==> src/rtl/mem_stage_pkg.sv <==
// Shared pipeline definitions for the memory stage.
//   mem_state_t : load-wait FSM state
//   br_type_t   : branch-type encoding; BrNone means "not a branch"
//   mem_wb_t    : MEM/WB pipeline register contents
package mem_stage_pkg;

    typedef enum logic {
        IDLE,
        WAIT
    } mem_state_t;

    typedef enum logic [2:0] {
        BrNone = 3'd0,
        BrBeq  = 3'd1,
        BrBne  = 3'd2,
        BrBlez = 3'd3,
        BrBgtz = 3'd4,
        BrBltz = 3'd5,
        BrBgez = 3'd6,
        BrJump = 3'd7
    } br_type_t;

    typedef struct packed {
        logic        reg_write;
        logic [4:0]  rw;
        logic [31:0] data;
        logic [29:0] pcp1;
    } mem_wb_t;

endpackage

==> src/rtl/mem_stage_load_ext.sv <==
// Load align/extend for the memory stage (purely combinational).
//   word_i        : raw 32-bit word from the data-memory bridge
//   off_i         : byte offset within the word (little-endian lanes)
//   is_byte_i     : byte load (takes priority over half)
//   is_half_i     : halfword load
//   is_unsigned_i : zero-extend instead of sign-extend
//   ext_o         : aligned, extended load result; word loads pass through
module load_ext (
    input  logic [31:0] word_i,
    input  logic [1:0]  off_i,
    input  logic        is_byte_i,
    input  logic        is_half_i,
    input  logic        is_unsigned_i,
    output logic [31:0] ext_o
);

    logic [7:0]  byte_lane;
    logic [15:0] half_lane;

    always_comb begin
        byte_lane = word_i[7:0];
        unique case (off_i)
            2'd0: byte_lane = word_i[7:0];
            2'd1: byte_lane = word_i[15:8];
            2'd2: byte_lane = word_i[23:16];
            2'd3: byte_lane = word_i[31:24];
            default: byte_lane = word_i[7:0];
        endcase
    end

    // Halfword lane selected by the upper offset bit only.
    assign half_lane = off_i[1] ? word_i[31:16] : word_i[15:0];

    always_comb begin
        ext_o = word_i;
        if (is_byte_i) begin
            ext_o = {{24{byte_lane[7] & ~is_unsigned_i}}, byte_lane};
        end else if (is_half_i) begin
            ext_o = {{16{half_lane[15] & ~is_unsigned_i}}, half_lane};
        end
    end

endmodule

==> src/rtl/mem_stage.sv <==
// Memory stage: aligns/extends loads, resolves branches deferred to MEM, drives
// the MEM bypass bus and owns the MEM/WB register. Stalls while a load waits
// for a slow bridge response, with a bus-error timeout after WAIT_LIMIT cycles.
//   clk, rst            : clock, synchronous active-high reset
//   mem_flush           : squash the instruction in MEM
//   ex_*                : EX/MEM register contents (held stable while stalled)
//   dm_rdata/dm_rvalid  : bridge read data and its valid strobe
//   mem_stall           : hold IF..EX/MEM this cycle
//   mem_busErr          : one-cycle pulse after a load timeout
//   correctAtMEM/PC     : misprediction redirect and its target
//   MEM_*               : bypass bus back to EX
//   wb_*                : MEM/WB register outputs
module mem_stage
    import mem_stage_pkg::*;
#(
    parameter int unsigned WAIT_LIMIT = 15
) (
    input  logic        clk,
    input  logic        rst,
    input  logic        mem_flush,
    input  logic        ex_regWrite,
    input  logic        ex_memToReg,
    input  logic        ex_isDMByte,
    input  logic        ex_isDMHalf,
    input  logic        ex_dmUnsigned,
    input  logic [29:0] ex_pcp1,
    input  logic [4:0]  ex_rw,
    input  logic [31:0] ex_exout,
    input  logic [2:0]  ex_branchType,
    input  logic        ex_commitAtMEM,
    input  logic        ex_predictAvail,
    input  logic        ex_EXBranchAvail,
    input  logic [29:0] ex_BPC,
    input  logic [29:0] ex_NOJPC,
    input  logic [31:0] dm_rdata,
    input  logic        dm_rvalid,
    output logic        mem_stall,
    output logic        mem_busErr,
    output logic        correctAtMEM,
    output logic [29:0] correctPCAtMEM,
    output logic        MEM_regWrite,
    output logic        MEM_memToReg,
    output logic [4:0]  MEM_rw,
    output logic [31:0] MEM_EXT_MEMout,
    output logic        wb_regWrite,
    output logic [4:0]  wb_rw,
    output logic [31:0] wb_data,
    output logic [29:0] wb_pcp1
);

    localparam int unsigned CntW = (WAIT_LIMIT > 1) ? $clog2(WAIT_LIMIT) : 1;
    // Last WAIT cycle index; reaching it without dm_rvalid is the timeout.
    localparam logic [CntW-1:0] CntLast = CntW'(WAIT_LIMIT - 1);

    mem_state_t      state_q;
    logic [CntW-1:0] cnt_q;
    logic            br_done_q;
    logic            bus_err_q;
    mem_wb_t         wb_q;

    logic [31:0] ext;
    logic [31:0] res;
    logic        stall;
    logic        timeout;

    load_ext u_load_ext (
        .word_i        (dm_rdata),
        .off_i         (ex_exout[1:0]),
        .is_byte_i     (ex_isDMByte),
        .is_half_i     (ex_isDMHalf),
        .is_unsigned_i (ex_dmUnsigned),
        .ext_o         (ext)
    );

    assign res = ex_memToReg ? ext : ex_exout;

    // Stall/timeout decode. A squashed instruction never stalls, so upstream
    // can advance in the same cycle the flush is applied.
    always_comb begin
        stall   = 1'b0;
        timeout = 1'b0;
        unique case (state_q)
            IDLE: stall = ex_memToReg && !dm_rvalid;
            WAIT: begin
                timeout = !dm_rvalid && (cnt_q == CntLast);
                stall   = !dm_rvalid && !timeout;
            end
            default: ;
        endcase
        if (rst || mem_flush) begin
            stall   = 1'b0;
            timeout = 1'b0;
        end
    end

    always_ff @(posedge clk) begin
        if (rst || mem_flush) begin
            state_q   <= IDLE;
            cnt_q     <= '0;
            br_done_q <= 1'b0;
            bus_err_q <= 1'b0;
            wb_q      <= '0;
        end else begin
            bus_err_q <= timeout;
            if (stall) begin
                wb_q    <= '0;
                state_q <= WAIT;
                cnt_q   <= (state_q == IDLE) ? '0 : cnt_q + CntW'(1);
                // Remember the redirect so a held branch pulses only once.
                if (correctAtMEM) begin
                    br_done_q <= 1'b1;
                end
            end else begin
                state_q   <= IDLE;
                cnt_q     <= '0;
                br_done_q <= 1'b0;
                if (timeout) begin
                    wb_q <= '0;
                end else begin
                    wb_q <= '{reg_write: ex_regWrite, rw: ex_rw, data: res, pcp1: ex_pcp1};
                end
            end
        end
    end

    assign mem_stall  = stall;
    assign mem_busErr = bus_err_q;

    assign correctAtMEM   = ex_commitAtMEM && (ex_branchType != BrNone) &&
                            (ex_predictAvail != ex_EXBranchAvail) && !br_done_q;
    assign correctPCAtMEM = ex_EXBranchAvail ? ex_BPC : ex_NOJPC;

    assign MEM_regWrite   = ex_regWrite && !stall;
    assign MEM_memToReg   = ex_memToReg;
    assign MEM_rw         = ex_rw;
    assign MEM_EXT_MEMout = res;

    assign wb_regWrite = wb_q.reg_write;
    assign wb_rw       = wb_q.rw;
    assign wb_data     = wb_q.data;
    assign wb_pcp1     = wb_q.pcp1;

endmodule

==> config.mk <==
export PLATFORM = sky130hd
export DESIGN_NAME = mem_stage
export DESIGN_NICKNAME = d
export VERILOG_FILES = /design/src/rtl/mem_stage_pkg.sv /design/src/rtl/mem_stage_load_ext.sv /design/src/rtl/mem_stage.sv
export SDC_FILE = /design/constraint.sdc
export NUM_CORES = 1
export LEC_CHECK = 0
export ABC_AREA = 1
export BUFFER_PORTS_ARGS = -buffer_cell sky130_fd_sc_hd__buf_2
export CORE_AREA = 4 4 120 122
export DETAILED_ROUTE_END_ITERATION = 12
export DIE_AREA = 0 0 124 126
export GPL_ROUTABILITY_DRIVEN = 0
export PLACE_DENSITY = 0.66
export SYNTH_ARGS = -nofsm -noshare
export SYNTH_HDL_FRONTEND = slang
export SYNTH_HIERARCHICAL = 1
export SYNTH_SLANG_ARGS = --single-unit
==> constraint.sdc <==
create_clock -name clk -period 1.7 [get_ports clk]
set_input_delay 0.34 -clock clk [delete_from_list [all_inputs] [get_ports clk]]
set_output_delay 0.34 -clock clk [all_outputs]
set_load 0.03 [all_outputs]
==> impl_metrics.yaml <==
drt:
  drt_iter0_drc: 293
  wirelength_um: 17700
  ant_nets: 0
  routed_via_density: 4.43
  post_drt_wl_per_cell_um: 15.3
  first_pass_iters: 6
  drc_errors: 0
  vias: 5143
die:
  io_pins: 314
  rows: 42
  initial_utilization_pct: 29.9
  die-area_um2: 15600
  coreArea_um2: 13200
  die_x_um: 124
  die_h_um: 126
run_status:
  violations: "negative setup slack"
  status: "finished, violations left"
clocking:
  cts_buffers: 9
  cts_tree: "yes"
  worstSkewPairLatency_ps: 330
  clkTransAtPathRegs_ps: 60
  cts-hold-fix-buffers: 0
  clockBufferDepth: 2
  clock-sinks: 75
  htree_levels: 3
  cts-root-buf: "clkbuf_16"
power_and_ir_drop:
  leakagePower_nw: 4.29
  power_density_nw_per_um2: 757
  pwr-share-seq_pct: 31.7
  p_sw_mw: 1.88
  internal_power_mw: 3.92
  p_clk_share_pct: 32.1
  p_comb_share_pct: 36.2
  p_total_mw: 5.81
  switching_share_pct: 32.4
  vdd_ir_drop_max_mv: 0.427
synth:
  synth.cell_area_um2: 3950
  ys_seq_area_share_pct: 38.1
  synth_area_leaders: "dfxtp_1 (38%), nand2_1 (12%), inv_1 (8.7%)"
  avgSynthCellArea_um2: 6.92
  netlist_top_cells_count: "nand2_1 (121), inv_1 (91), nor2_1 (76)"
  ys_types: 25
  synth-seq-cells: 75
  synth-warning-count: 6
  synth_top_area_share_pct: 38.1
  synth_ff_type: "dfxtp_1"
  synth_edf_count: 0
  synth.most_common_cell: "nand2_1"
  syn-instance-count: 570
  yosys.area.top_type: "dfxtp_1"
  async_flop_share_pct: 0
  syn_nets: 746
worst_setup_path:
  cp.arrival_ps: 1620
  setup.worst_path.class: "input port to output port"
  startpoint: "ex_exout[0]"
  endpoint_kind: "output port"
  startpoint_type: "input port"
  rr_startpoint: "cnt_q[1]$_SDFF_PP0_"
  required_ps: 1360
  critPathMaxFanout: 6
sta:
  max_freq_mhz: 509
  worst_pin_slew_ps: 452
  rsz0062_at_grt: "yes"
  slew_violations: 0
  fin_crit_ps: 1960
  final_hold_viol_count: 0
  setup_viol: 33
  setup_slack_ps: -264
  skew_ps: 8.93
  fin_crit_sh_pct: 116
  slew_headroom_pct: 69.9
placed_design:
  dpl.cell_count: 1084
  post-dp-hpwl_um: 13000
  port_buffers: 313
  place_area_um2: 6060
grt:
  grt_pass1_wl_um: 25400
  grt_pass1_vias: 4940
  grt_usage_pct: 21.0
  grt_max_degree: 33
  overflow: 0
  antenna_found_initial: 1
cells_and_area:
  post-route-util_pct: 58.1
  final_cells: 1161
  fin_area_um2: 7670
  syn_to_final_growth_pct: 94.4
  nets: 1157
  drive_gt1_share_pct: 65.0
  fillers: 1171
hold_path:
  hp-class: "input port to register"
  worstHoldStart: "ex_pcp1[4]"
flow_run:
  maxCapViolCount: 0
[placed cells by master, fill, tap and decap left out, types with 17 or more instances in the layout]
cell type,count
dfxtp_1,73
nor2_2,23
inv_2,32
mux2_2,30
buf_4,98
buf_6,46
or2_1,17
o21ai_2,33
nand2_2,28
nor2_1,70
inv_1,59
buf_2,274
nand2_1,81
[metrics by stage]
step,hold slack (ps),worst slack [ps],setup TNS [ps]
2_1_floorplan,430,14.8,0
3_3_place_gp,442,-452,-13090
3_5_place_dp,449,-458,-13740
4_1_cts,196,-224,-6640
5_1_grt,216,-321,-8400
6_report,218,-264,-6050
[area by class of cell]
cell class                 instances  area, µm²  share of cell area (%)
timing repair buffer             432       2910                    37.9
multi-input combinational        369       2370                    31.0
sequential                        75       1500                    19.6
inverter                          94        372                    4.85
clock buffer                      10        239                    3.12
tap                              176        220                    2.87
clock inverter                     4       52.6                   0.685
antenna                            1       2.50                  0.0326
[final timing paths]
check        cells after the start  slack, ps                     end
max                             10       -260      MEM_EXT_MEMout[16]
min                              3        220   wb_pcp1[4]$_SDFF_PP0_
max reg2reg                      8        470     cnt_q[2]$_SDFF_PP0_
min reg2reg                      2        460  br_done_q$_SDFFE_PP0P_
[worst max-delay path, cell delays in order]
cell	delay (ps)
buf_12	120
nor2_4	160
a21oi_4	80
nand3_4	170
buf_12	150
nand2_2	50
or2_1	250
o21ai_2	90
inv_1	80
buf_6	140
[metal layers]
| layer | vias to the layer above | GRT usage [%] | wire length [µm] |
|---|---|---|---|
| li1 | 2549 | - | - |
| met1 | 2328 | 25.3 | 7050 |
| met2 | 231 | 35.6 | 8730 |
| met3 | 35 | 5.29 | 1480 |
| met4 | 0 | 8.05 | 472 |
| met5 | - | 0 | 0 |
[power groups by stage]
stage | Clock [mW] | Sequential [mW] | Combinational, mW
6_report | 1.87 | 1.84 | 2.10
3_5_place_dp | 0 | 1.88 | 1.58
2_1_floorplan | 0 | 2.02 | 0.779
5_1_grt | 1.99 | 1.85 | 2.25
3_3_place_gp | 0 | 1.88 | 1.57
4_1_cts | 1.93 | 1.84 | 1.93
[timing repair]
| item | CTS | global route |
|---|---|---|
| buffers inserted | 64 | 18 |
| setup endpoints to repair | 34 | 42 |
| gates resized for setup | 153 | 147 |
| pin swaps | 29 | 51 |
| cloned | 2 | 2 |
[sequential cells by signal, indices dropped and copies added, names as in the netlist]
register     count
wb_data         32
wb_pcp1         30
wb_rw            5
cnt_q            4
br_done_q        1
mem_busErr       1
state_q          1
wb_regWrite      1
[cells by family after synthesis]
logic type                 share of synthesized area, %
adders and majority gates                         0.634
xor gates and xnor gates                          0.444
AOI/OAI and AO/OA                                  9.32
buffers and inverters                              14.0
and+or+nand+nor                                    29.0
muxes                                              8.56
DFF                                                38.1
No activity file was read; power rests on OpenSTA's default activity.
